## config.mk

```make
export PLATFORM = sky130hd
export DESIGN_NAME = output_neuron_mac_flat
export DESIGN_NICKNAME = d
export VERILOG_FILES = /design/src/rtl/nn_pkg.sv /design/src/rtl/output_neuron_mac_if.sv /design/src/rtl/output_neuron_mac_mac_unit.sv /design/src/rtl/output_neuron_mac.sv /design/src/flat_wrapper.sv
export SDC_FILE = /design/constraint.sdc
export NUM_CORES = 2
export LEC_CHECK = 0
export ABC_AREA = 0
export ABC_CLOCK_PERIOD_IN_PS = 14700
export CORE_UTILIZATION = 30
export DETAILED_ROUTE_END_ITERATION = 8
export GPL_TIMING_DRIVEN = 0
export HOLD_SLACK_MARGIN = 0.03
export PLACE_DENSITY_LB_ADDON = 0.1
export SLEW_MARGIN = 40
export SYNTH_ARGS = -nofsm -noshare
export SYNTH_HDL_FRONTEND = slang
export SYNTH_SLANG_ARGS = --single-unit
```

## constraint.sdc

```tcl
create_clock -name clk -period 14.7 [get_ports clk]
set_input_delay 1.47 -clock clk [delete_from_list [all_inputs] [get_ports clk]]
set_output_delay 1.47 -clock clk [all_outputs]
set_load 0.005 [all_outputs]
```

## src/rtl/nn_pkg.sv

```systemverilog
// Shared definitions for the neural-network datapath blocks: default
// Q-format widths, the controller state encoding and fixed-point helpers.
package nn_pkg;

  localparam int WIDTH_DEF = 32;
  localparam int FRAC_DEF  = 16;

  // Saturation helper operates on a generously wide signed value and returns
  // a 64-bit clamp; callers keep the low WIDTH bits.
  localparam int SAT_IN_W  = 160;
  localparam int SAT_OUT_W = 64;

  typedef enum logic [1:0] {
    IDLE = 2'd0,
    MAC  = 2'd1,
    FIN  = 2'd2,
    DONE = 2'd3
  } state_t;

  function automatic int clog2(input int n);
    int r;
    r = 0;
    for (int i = 0; i < 31; i++) begin
      if ((1 << i) < n) r = i + 1;
    end
    return r;
  endfunction

  // Clamp v into the signed range of a w-bit word (w <= SAT_OUT_W).
  function automatic logic [SAT_OUT_W-1:0] sat_q(input logic signed [SAT_IN_W-1:0] v,
                                                  input int w);
    logic signed [SAT_IN_W-1:0] hi;
    logic signed [SAT_IN_W-1:0] lo;
    hi = '0;
    for (int i = 0; i < SAT_OUT_W - 1; i++) begin
      if (i < w - 1) hi[i] = 1'b1;
    end
    lo = ~hi;
    if (v > hi) return hi[SAT_OUT_W-1:0];
    else if (v < lo) return lo[SAT_OUT_W-1:0];
    else return v[SAT_OUT_W-1:0];
  endfunction

endpackage

```

## src/rtl/output_neuron_mac_if.sv

```systemverilog
// Handshake and data bus of the output neuron: weight/bias load, hidden
// vector input and result output.
interface output_neuron_mac_if #(
  parameter int NUM_INPUT = 3,
  parameter int WIDTH     = 32
);
  logic                       wr;
  logic [NUM_INPUT*WIDTH-1:0] i_w;
  logic [WIDTH-1:0]           i_b;
  logic                       i_valid;
  logic                       i_ready;
  logic [NUM_INPUT*WIDTH-1:0] i_k;
  logic                       o_valid;
  logic                       o_ready;
  logic [WIDTH-1:0]           o;

  modport master (
    output wr, i_w, i_b, i_valid, i_k, o_ready,
    input  i_ready, o_valid, o
  );

  modport slave (
    input  wr, i_w, i_b, i_valid, i_k, o_ready,
    output i_ready, o_valid, o
  );
endinterface

```

## src/rtl/output_neuron_mac_mac_unit.sv

```systemverilog
// Single shared signed multiplier feeding a wide accumulator. The
// accumulator is sized so NUM_INPUT full-width products can never overflow.
module mac_unit #(
  parameter int WIDTH = 32,
  parameter int ACC_W = 66
) (
  input  logic                    clk,
  input  logic                    rst,
  input  logic                    clr,
  input  logic                    en,
  input  logic signed [WIDTH-1:0] a,
  input  logic signed [WIDTH-1:0] b,
  output logic signed [ACC_W-1:0] acc
);

  logic signed [2*WIDTH-1:0] prod;

  assign prod = a * b;

  // Accumulate the full-precision product; clear takes priority.
  always_ff @(posedge clk or negedge rst) begin
    if (!rst) begin
      acc <= '0;
    end else if (clr) begin
      acc <= '0;
    end else if (en) begin
      acc <= acc + ACC_W'(prod);
    end
  end

endmodule

```

## src/rtl/output_neuron_mac.sv

```systemverilog
// Output-layer neuron: serial MAC of the hidden vector against stored
// weights, plus bias, floored and saturated back to the Q format.
//
// state | meaning
// IDLE  | waiting; accepts weight writes or a hidden vector
// MAC   | one product accumulated per edge, NUM_INPUT edges
// FIN   | add bias, rescale, saturate into o
// DONE  | o valid, held until the consumer takes it
module output_neuron_mac
  import nn_pkg::*;
#(
  parameter int NUM_INPUT = 3,
  parameter int WIDTH     = WIDTH_DEF,
  parameter int FRAC      = FRAC_DEF
) (
  input logic              clk,
  input logic              rst,
  output_neuron_mac_if.slave bus
);

  localparam int ACC_W = 2 * WIDTH + clog2(NUM_INPUT + 1);
  localparam int IDX_W = clog2(NUM_INPUT + 1);
  localparam logic [IDX_W-1:0] LAST_IDX = IDX_W'(NUM_INPUT - 1);

  state_t                     state;
  logic [IDX_W-1:0]           idx;
  logic [NUM_INPUT*WIDTH-1:0] w_reg;
  logic [NUM_INPUT*WIDTH-1:0] k_reg;
  logic [WIDTH-1:0]           b_reg;
  logic [WIDTH-1:0]           o_reg;
  logic                       o_valid_reg;

  logic                       accept;
  logic signed [WIDTH-1:0]    k_sel;
  logic signed [WIDTH-1:0]    w_sel;
  logic signed [ACC_W-1:0]    acc;

  logic signed [ACC_W:0]      bias_ext;
  logic signed [ACC_W:0]      fin_sum;
  logic signed [ACC_W:0]      fin_shift;
  logic [SAT_OUT_W-1:0]       sat_val;
  logic [SAT_OUT_W-WIDTH-1:0] sat_unused_hi;
  logic [WIDTH-1:0]           o_next;

  // A pending write blocks acceptance so a vector never sees stale weights.
  assign bus.i_ready = (state == IDLE) && !bus.wr;
  assign accept      = bus.i_ready && bus.i_valid;
  assign bus.o       = o_reg;
  assign bus.o_valid = o_valid_reg;

  assign k_sel = k_reg[int'(idx)*WIDTH +: WIDTH];
  assign w_sel = w_reg[int'(idx)*WIDTH +: WIDTH];

  mac_unit #(
    .WIDTH (WIDTH),
    .ACC_W (ACC_W)
  ) u_mac (
    .clk (clk),
    .rst (rst),
    .clr (accept),
    .en  (state == MAC),
    .a   (k_sel),
    .b   (w_sel),
    .acc (acc)
  );

  // Bias is aligned to the product scale (2*FRAC) before the single rescale,
  // so the arithmetic shift floors the complete sum exactly once.
  always_comb begin
    bias_ext  = (ACC_W+1)'($signed(b_reg)) <<< FRAC;
    fin_sum   = {acc[ACC_W-1], acc} + bias_ext;
    fin_shift = fin_sum >>> FRAC;
    sat_val   = sat_q(SAT_IN_W'(fin_shift), WIDTH);
    {sat_unused_hi, o_next} = sat_val;
  end

  // Controller, weight/bias/operand registers and output handshake.
  always_ff @(posedge clk or negedge rst) begin
    if (!rst) begin
      state       <= IDLE;
      idx         <= '0;
      w_reg       <= '0;
      k_reg       <= '0;
      b_reg       <= '0;
      o_reg       <= '0;
      o_valid_reg <= 1'b0;
    end else begin
      case (state)
        IDLE: begin
          if (bus.wr) begin
            w_reg <= bus.i_w;
            b_reg <= bus.i_b;
          end else if (bus.i_valid) begin
            k_reg <= bus.i_k;
            idx   <= '0;
            state <= MAC;
          end
        end
        MAC: begin
          idx <= idx + 1'b1;
          if (idx == LAST_IDX) state <= FIN;
        end
        FIN: begin
          o_reg       <= o_next;
          o_valid_reg <= 1'b1;
          state       <= DONE;
        end
        DONE: begin
          if (bus.o_ready) begin
            o_valid_reg <= 1'b0;
            state       <= IDLE;
          end
        end
        default: state <= IDLE;
      endcase
    end
  end

endmodule

```

## src/flat_wrapper.sv

```systemverilog
// flat-port wrapper written by rule: the top's interface ports become plain ports
module output_neuron_mac_flat import nn_pkg::*;
#(
  parameter int NUM_INPUT = 3,
  parameter int WIDTH     = WIDTH_DEF,
  parameter int FRAC      = FRAC_DEF
)
  (clk, rst, bus_wr, bus_i_w, bus_i_b, bus_i_valid, bus_i_k, bus_o_ready, bus_i_ready, bus_o_valid, bus_o);
  output_neuron_mac_if #(.NUM_INPUT(NUM_INPUT), .WIDTH(WIDTH)) bus_i ();
  input logic clk;
  input logic rst;
  input wire logic [$bits(bus_i.wr)-1:0] bus_wr;
  input wire logic [$bits(bus_i.i_w)-1:0] bus_i_w;
  input wire logic [$bits(bus_i.i_b)-1:0] bus_i_b;
  input wire logic [$bits(bus_i.i_valid)-1:0] bus_i_valid;
  input wire logic [$bits(bus_i.i_k)-1:0] bus_i_k;
  input wire logic [$bits(bus_i.o_ready)-1:0] bus_o_ready;
  output wire logic [$bits(bus_i.i_ready)-1:0] bus_i_ready;
  output wire logic [$bits(bus_i.o_valid)-1:0] bus_o_valid;
  output wire logic [$bits(bus_i.o)-1:0] bus_o;
  assign bus_i.wr = bus_wr;
  assign bus_i.i_w = bus_i_w;
  assign bus_i.i_b = bus_i_b;
  assign bus_i.i_valid = bus_i_valid;
  assign bus_i.i_k = bus_i_k;
  assign bus_i.o_ready = bus_o_ready;
  assign bus_i_ready = bus_i.i_ready;
  assign bus_o_valid = bus_i.o_valid;
  assign bus_o = bus_i.o;
  output_neuron_mac #(.NUM_INPUT(NUM_INPUT), .WIDTH(WIDTH), .FRAC(FRAC)) u_core (.clk(clk), .rst(rst), .bus(bus_i));
endmodule
```

-- Yosys cells after proc, flatten, opt, wreduce, memory -nomap -nowiden
Index checks and enable logic that the tools add are counted.
- bits in registers: 327
- bits in latches: 0
- bits in writable memories: 0
- ROM bits: 0
- input bits: 229
- output and inout bits: 34
- word-level logic and storage cells: 51
- memories kept: 0
- add/subtract/negate cells: 3
- multipliers: 1
- div/mod/pow operators: 0
- $lt $le $gt $ge: 2
- equality and inequality tests: 8
- shifts and indexed selects: 2
- multiplexer cells: 14
- bitwise logic cells: 1
- reductions and logical operators: 12
- operators with widths (cell ; count):
    $shiftx 96x8->32 ; 2
    $mux 66 ; 2
    $add 66x48->67 ; 1
    $add 66x64->66 ; 1
    $mul 32x32->64 ; 1
    $mux 32 ; 2
    $gt 51x32->1 const B ; 1
    $lt 51x32->1 const B ; 1
    $mux 2 ; 6
    $pmux 2 s4 ; 1
    $eq 2x2->1 const B ; 3
    $ne 2x2->1 const B ; 3
    $reduce_and 3->1 ; 2
    $reduce_bool 2->1 ; 3
    $pmux 2 s2 ; 1
    $reduce_and 2->1 ; 2
    $reduce_and 4->1 ; 1
    $add 2x1->2 const B ; 1
    $eq 2x1->1 const B ; 1
    $logic_and 1x1->1 ; 2
    $logic_not 2->1 ; 1
    $ne 2x1->1 const B ; 1
    $pmux 1 s2 ; 1
    $logic_not 1->1 ; 1
    other kinds (2) ; 2

-- Logic depth before layout (Yosys ltp)
- depth after elaboration: 5
- gate-level depth with buffers: 36
- depth with buffers taken out: 32

-- By module
A second synthesis with hierarchy kept.
- cell total of the unflattened synthesis: 6222
- area, all modules: 58195.8 sq um
- modules (own cells, without submodules) (module ; times used ; cells each ; area an instance (sq um) ; sequential area each (sq um)):
    mac_unit ; 1 ; 4639 ; 43561.8 ; 1651.6
    output_neuron_mac ; 1 ; 1583 ; 14634.0 ; 6531.3

-- Worst setup path after synthesis
OpenSTA, ideal clock, no wires.
- kind: reg-to-reg
- start: register u_core.idx[0]
- end: register u_core.u_mac.acc[63]
- setup time: 0.084 ns
- arrival: 10.383 ns
- setup slack: 4.233 ns
- stages on the path, launching flop included: 33
- path buffers: 4
- clock period less this slack: 10.467 ns
- path through: dfrtp_1 -> clkbuf_1 -> clkbuf_1 -> buf_1 -> mux2i_1 -> o21ai_1 -> clkbuf_1 -> nand2_1 -> fa_1 -> inv_1 -> fa_1 -> fa_1 -> inv_1 -> fa_1 -> inv_1 -> fa_1 -> fa_1 -> fa_1 -> inv_1 -> fa_1 -> inv_1 -> ha_1 -> nand2_1 -> nor3_1 -> nand2_1 -> a2111oi_0 -> o311ai_0 -> o21ai_0 -> a31o_2 -> a221oi_1 -> nor3b_1 -> mux2_2 -> o22ai_1
- longest elaborated chain between the ends: 5
- elaborated cells between the ends (all ways): 6
- those cells by class: 1 x add/sub; 1 x mul; 2 x shift; 2 x mux
- RTL lines (what ; RTL line ; source):
    from (decl) ; output_neuron_mac.sv:26 ; logic [IDX_W-1:0] idx;
    from (signal assigned) ; output_neuron_mac.sv:100 ; idx <= idx + 1'b1;
    $shiftx 96x8->32, on equally long branches ; output_neuron_mac.sv:51, output_neuron_mac.sv:52 ;
    $mul 32x32->64 * ; output_neuron_mac_mac_unit.sv:18 ; assign prod = a * b;
    $add 66x64->66 * ; output_neuron_mac_mac_unit.sv:27 ; acc <= acc + ACC_W'(prod);
    $mux 66 * ; output_neuron_mac_mac_unit.sv:26 ; end else if (en) begin
    $mux 66 * ; output_neuron_mac_mac_unit.sv:24 ; end else if (clr) begin
    to (signal assigned) ; output_neuron_mac_mac_unit.sv:27 ;
    to (decl) ; output_neuron_mac_mac_unit.sv:13 ; output logic signed [ACC_W-1:0] acc
Mark *: on every way between the ends. The rest lies on a longest branch, timed or not. The select of a mux whose other input is x is not followed.
A chain may end at the register's enable or synchronous reset.

-- Worst setup path in the final report
- start: register u_core.idx[0]
- end: register u_core.u_mac.acc[64]
Same word-level chain as after synthesis.

==> out/results.ini <==
[timing]
clock-skew-final_ns=0.0638
relSlewSlack_pct=35.8
setup-violations-final=0
worst_pin_slew_ns=0.963
min_period_ns=12.68
slew_violations=0
setup_ws_ns=2.02
hold_violations=0
rsz0062_at_grt=no
fmax_mhz=78.8
min_period_over_period_pct=86.3
whs_ns=0.470

[synthesis]
syn_area_per_cell_um2=9.22
synthTopCellsByArea=fa_1 (43%), dfrtp_1 (14%), inv_1 (8.5%), ha_1 (6.1%), nand2_1 (6.0%)
synth.top_cell.area_share_pct=43.3
synth_cell_type_count=81
synthTopCellsByCount=inv_1 (1296), fa_1 (1234), nand2_1 (911)
async_reset_ff_share_pct=100
synth-edff-count=0
syn_nets=7932
ys_seq_area_share_pct=14.3
synth_cells=6192
synth.ff_latch_count=327
synth_top_cell_by_area=fa_1
synth.most_common_cell=inv_1
yosys_most_used_dff=dfrtp_1
ys_warn_count=0
synthesis.area_um2=57100

[critical_path]
rr_endpoint=u_core.u_mac.acc[64]$_DFFE_PN0P_
crit_top_cell=fa_1
startpoint_type=flip-flop
rrSetupSlack_ns=2.02
endpoint_kind=flip-flop
r2r_start=u_core.idx[0]$_DFFE_PN0P_
crit_type=flip-flop to flip-flop
worstRegToRegCells=35
crit_slowest_cell=o311ai_0
critical_path.max_stage_delay_ns=0.76
worstPathArrival_ns=13.21
crit_required_ns=15.23
cp_max_fo=10

[die]
die_y_um=438
ioPinCount=263
die_w_um=438
fp.coreArea_um2=188000
row_count=159
die-area_um2=192000
start_util_pct=30.3

[clock_network]
cts_tree=built
root_buffer=clkbuf_16
numCtsBuffers=41
clkSinkCount=327
cts_hold_buf=0
post_cts_buffers=0
cts_resized=0
clock_path_buffers=3
cts_max_level=2
clkLatencyLatePin_ns=0.65
clk_pin_slew_ns=0.07

[cells_and_area]
syn_to_final_growth_pct=14.6
final_util_pct=34.7
fin_nets=8271
final_cells=9066
layout-drive-gt1-share_pct=6.52

[status]
status=completed

[job]
drv_cap=0

[route]
routed_wl_mm=253
drt-wirelength-per-cell_um=27.9
via_count=44439
first_pass_iters=5
drt-initial-drc-count=3723
viasPerCell=4.90
drc=0
drtAntennaViolNets=0

[grt]
grt_start_max_net_pins=71
antenna_found_initial=23
grt_overflow_total=0
grt_pass1_wl_mm=362
grt_pass1_vias=47059
track_usage_pct=26.8

[worst_hold_path]
whs_path_depth=2
holdPathEnd=u_core.k_reg[5]$_DFFE_PN0P_
hold_path.class=flip-flop to flip-flop
min_from=u_core.k_reg[5]$_DFFE_PN0P_

[placed_design]
portBuffers=262
gp_congestion=1.01
dp_cells=8983
dp_hpwl_mm=223
post-place-ws_ns=2.11

logic make-up (layout without fill, tap and decap cells):
logic type / Yosys count / in the layout / synth area share [%]
fa+ha+maj: 1511 / 1511 / 49.3
simple gates: 1815 / 1815 / 12.9
mux: 250 / 250 / 4.67
other cells: 0 / 7 / 0
compound gates: 598 / 598 / 6.57
xor+xnor: 103 / 103 / 1.58
buf+inv: 1588 / 1960 / 10.6
flops: 327 / 327 / 14.3
metrics by stage:
stage	area, um2	setup TNS [ns]
finish	65400	0
global route	65400	0
global placement	62800	-1215.39
detailed placement	64000	0
CTS	65400	0
floorplan	57100	0
placed cells by master (no fill, tap or decap), types with 41 or more instances in the layout:
cell / instances
inv_1: 1293
fa_1: 1233
nand2_1: 910
nor2_1: 682
dfrtp_1: 326
ha_1: 277
clkdlybuf4s50_1: 261
clkbuf_1: 181
a21oi_1: 172
mux2_2: 133
mux2i_1: 117
o21ai_0: 102
a21o_1: 93
clkbuf_2: 84
xnor2_1: 72
clkbuf_16: 41
final cells by class:
cell class | instances | area [um2]
diodes | 7 | 17.5
flip-flops and latches | 327 | 8180
multi-input cells | 4277 | 43300
repair buffers | 296 | 3260
clock buffers | 59 | 1190
well taps | 2495 | 3120
fillers | 19702 | 123000
inverters | 1296 | 4870
clock inverters | 17 | 199
plain buffers | 292 | 1290
routing by layer:
metal,up-vias,part of all wire [%],GRT usage (%)
met4,18,1.9,4.77
met1,23697,46,38.7
li1,19336,-,-
met5,-,0.047,0
met3,177,5.5,3.47
met2,1211,47,43.2
how the worst max path moves through the flow:
stage | from | endpoint | depth (start not counted)
final | u_core.idx[0]$_DFFE_PN0P_ | u_core.u_mac.acc[64]$_DFFE_PN0P_ | 35
after floorplan | u_core.idx[0]$_DFFE_PN0P_ | u_core.u_mac.acc[63]$_DFFE_PN0P_ | 32
after detailed placement | u_core.idx[0]$_DFFE_PN0P_ | u_core.u_mac.acc[64]$_DFFE_PN0P_ | 35
after global routing | u_core.idx[0]$_DFFE_PN0P_ | u_core.u_mac.acc[64]$_DFFE_PN0P_ | 35
after CTS | u_core.idx[0]$_DFFE_PN0P_ | u_core.u_mac.acc[64]$_DFFE_PN0P_ | 35
after global placement | rst | u_core.k_reg[72]$_DFFE_PN0P_ | 1
critical path, delay by kind of cell (launching register included):
family                   cells  cell delay, ns
flip-flops                   1            0.33
AO/OA/AOI/OAI               11            3.84
AND/OR/NAND/NOR              2            0.38
multiplexers                 2            0.56
buffers and inverters       11            2.86
adder cells (fa/ha/maj)      9            4.54
Power is left out: the tool's default activity adds up to more than one toggle a clock period on the data nets, which glitch-free logic cannot reach.
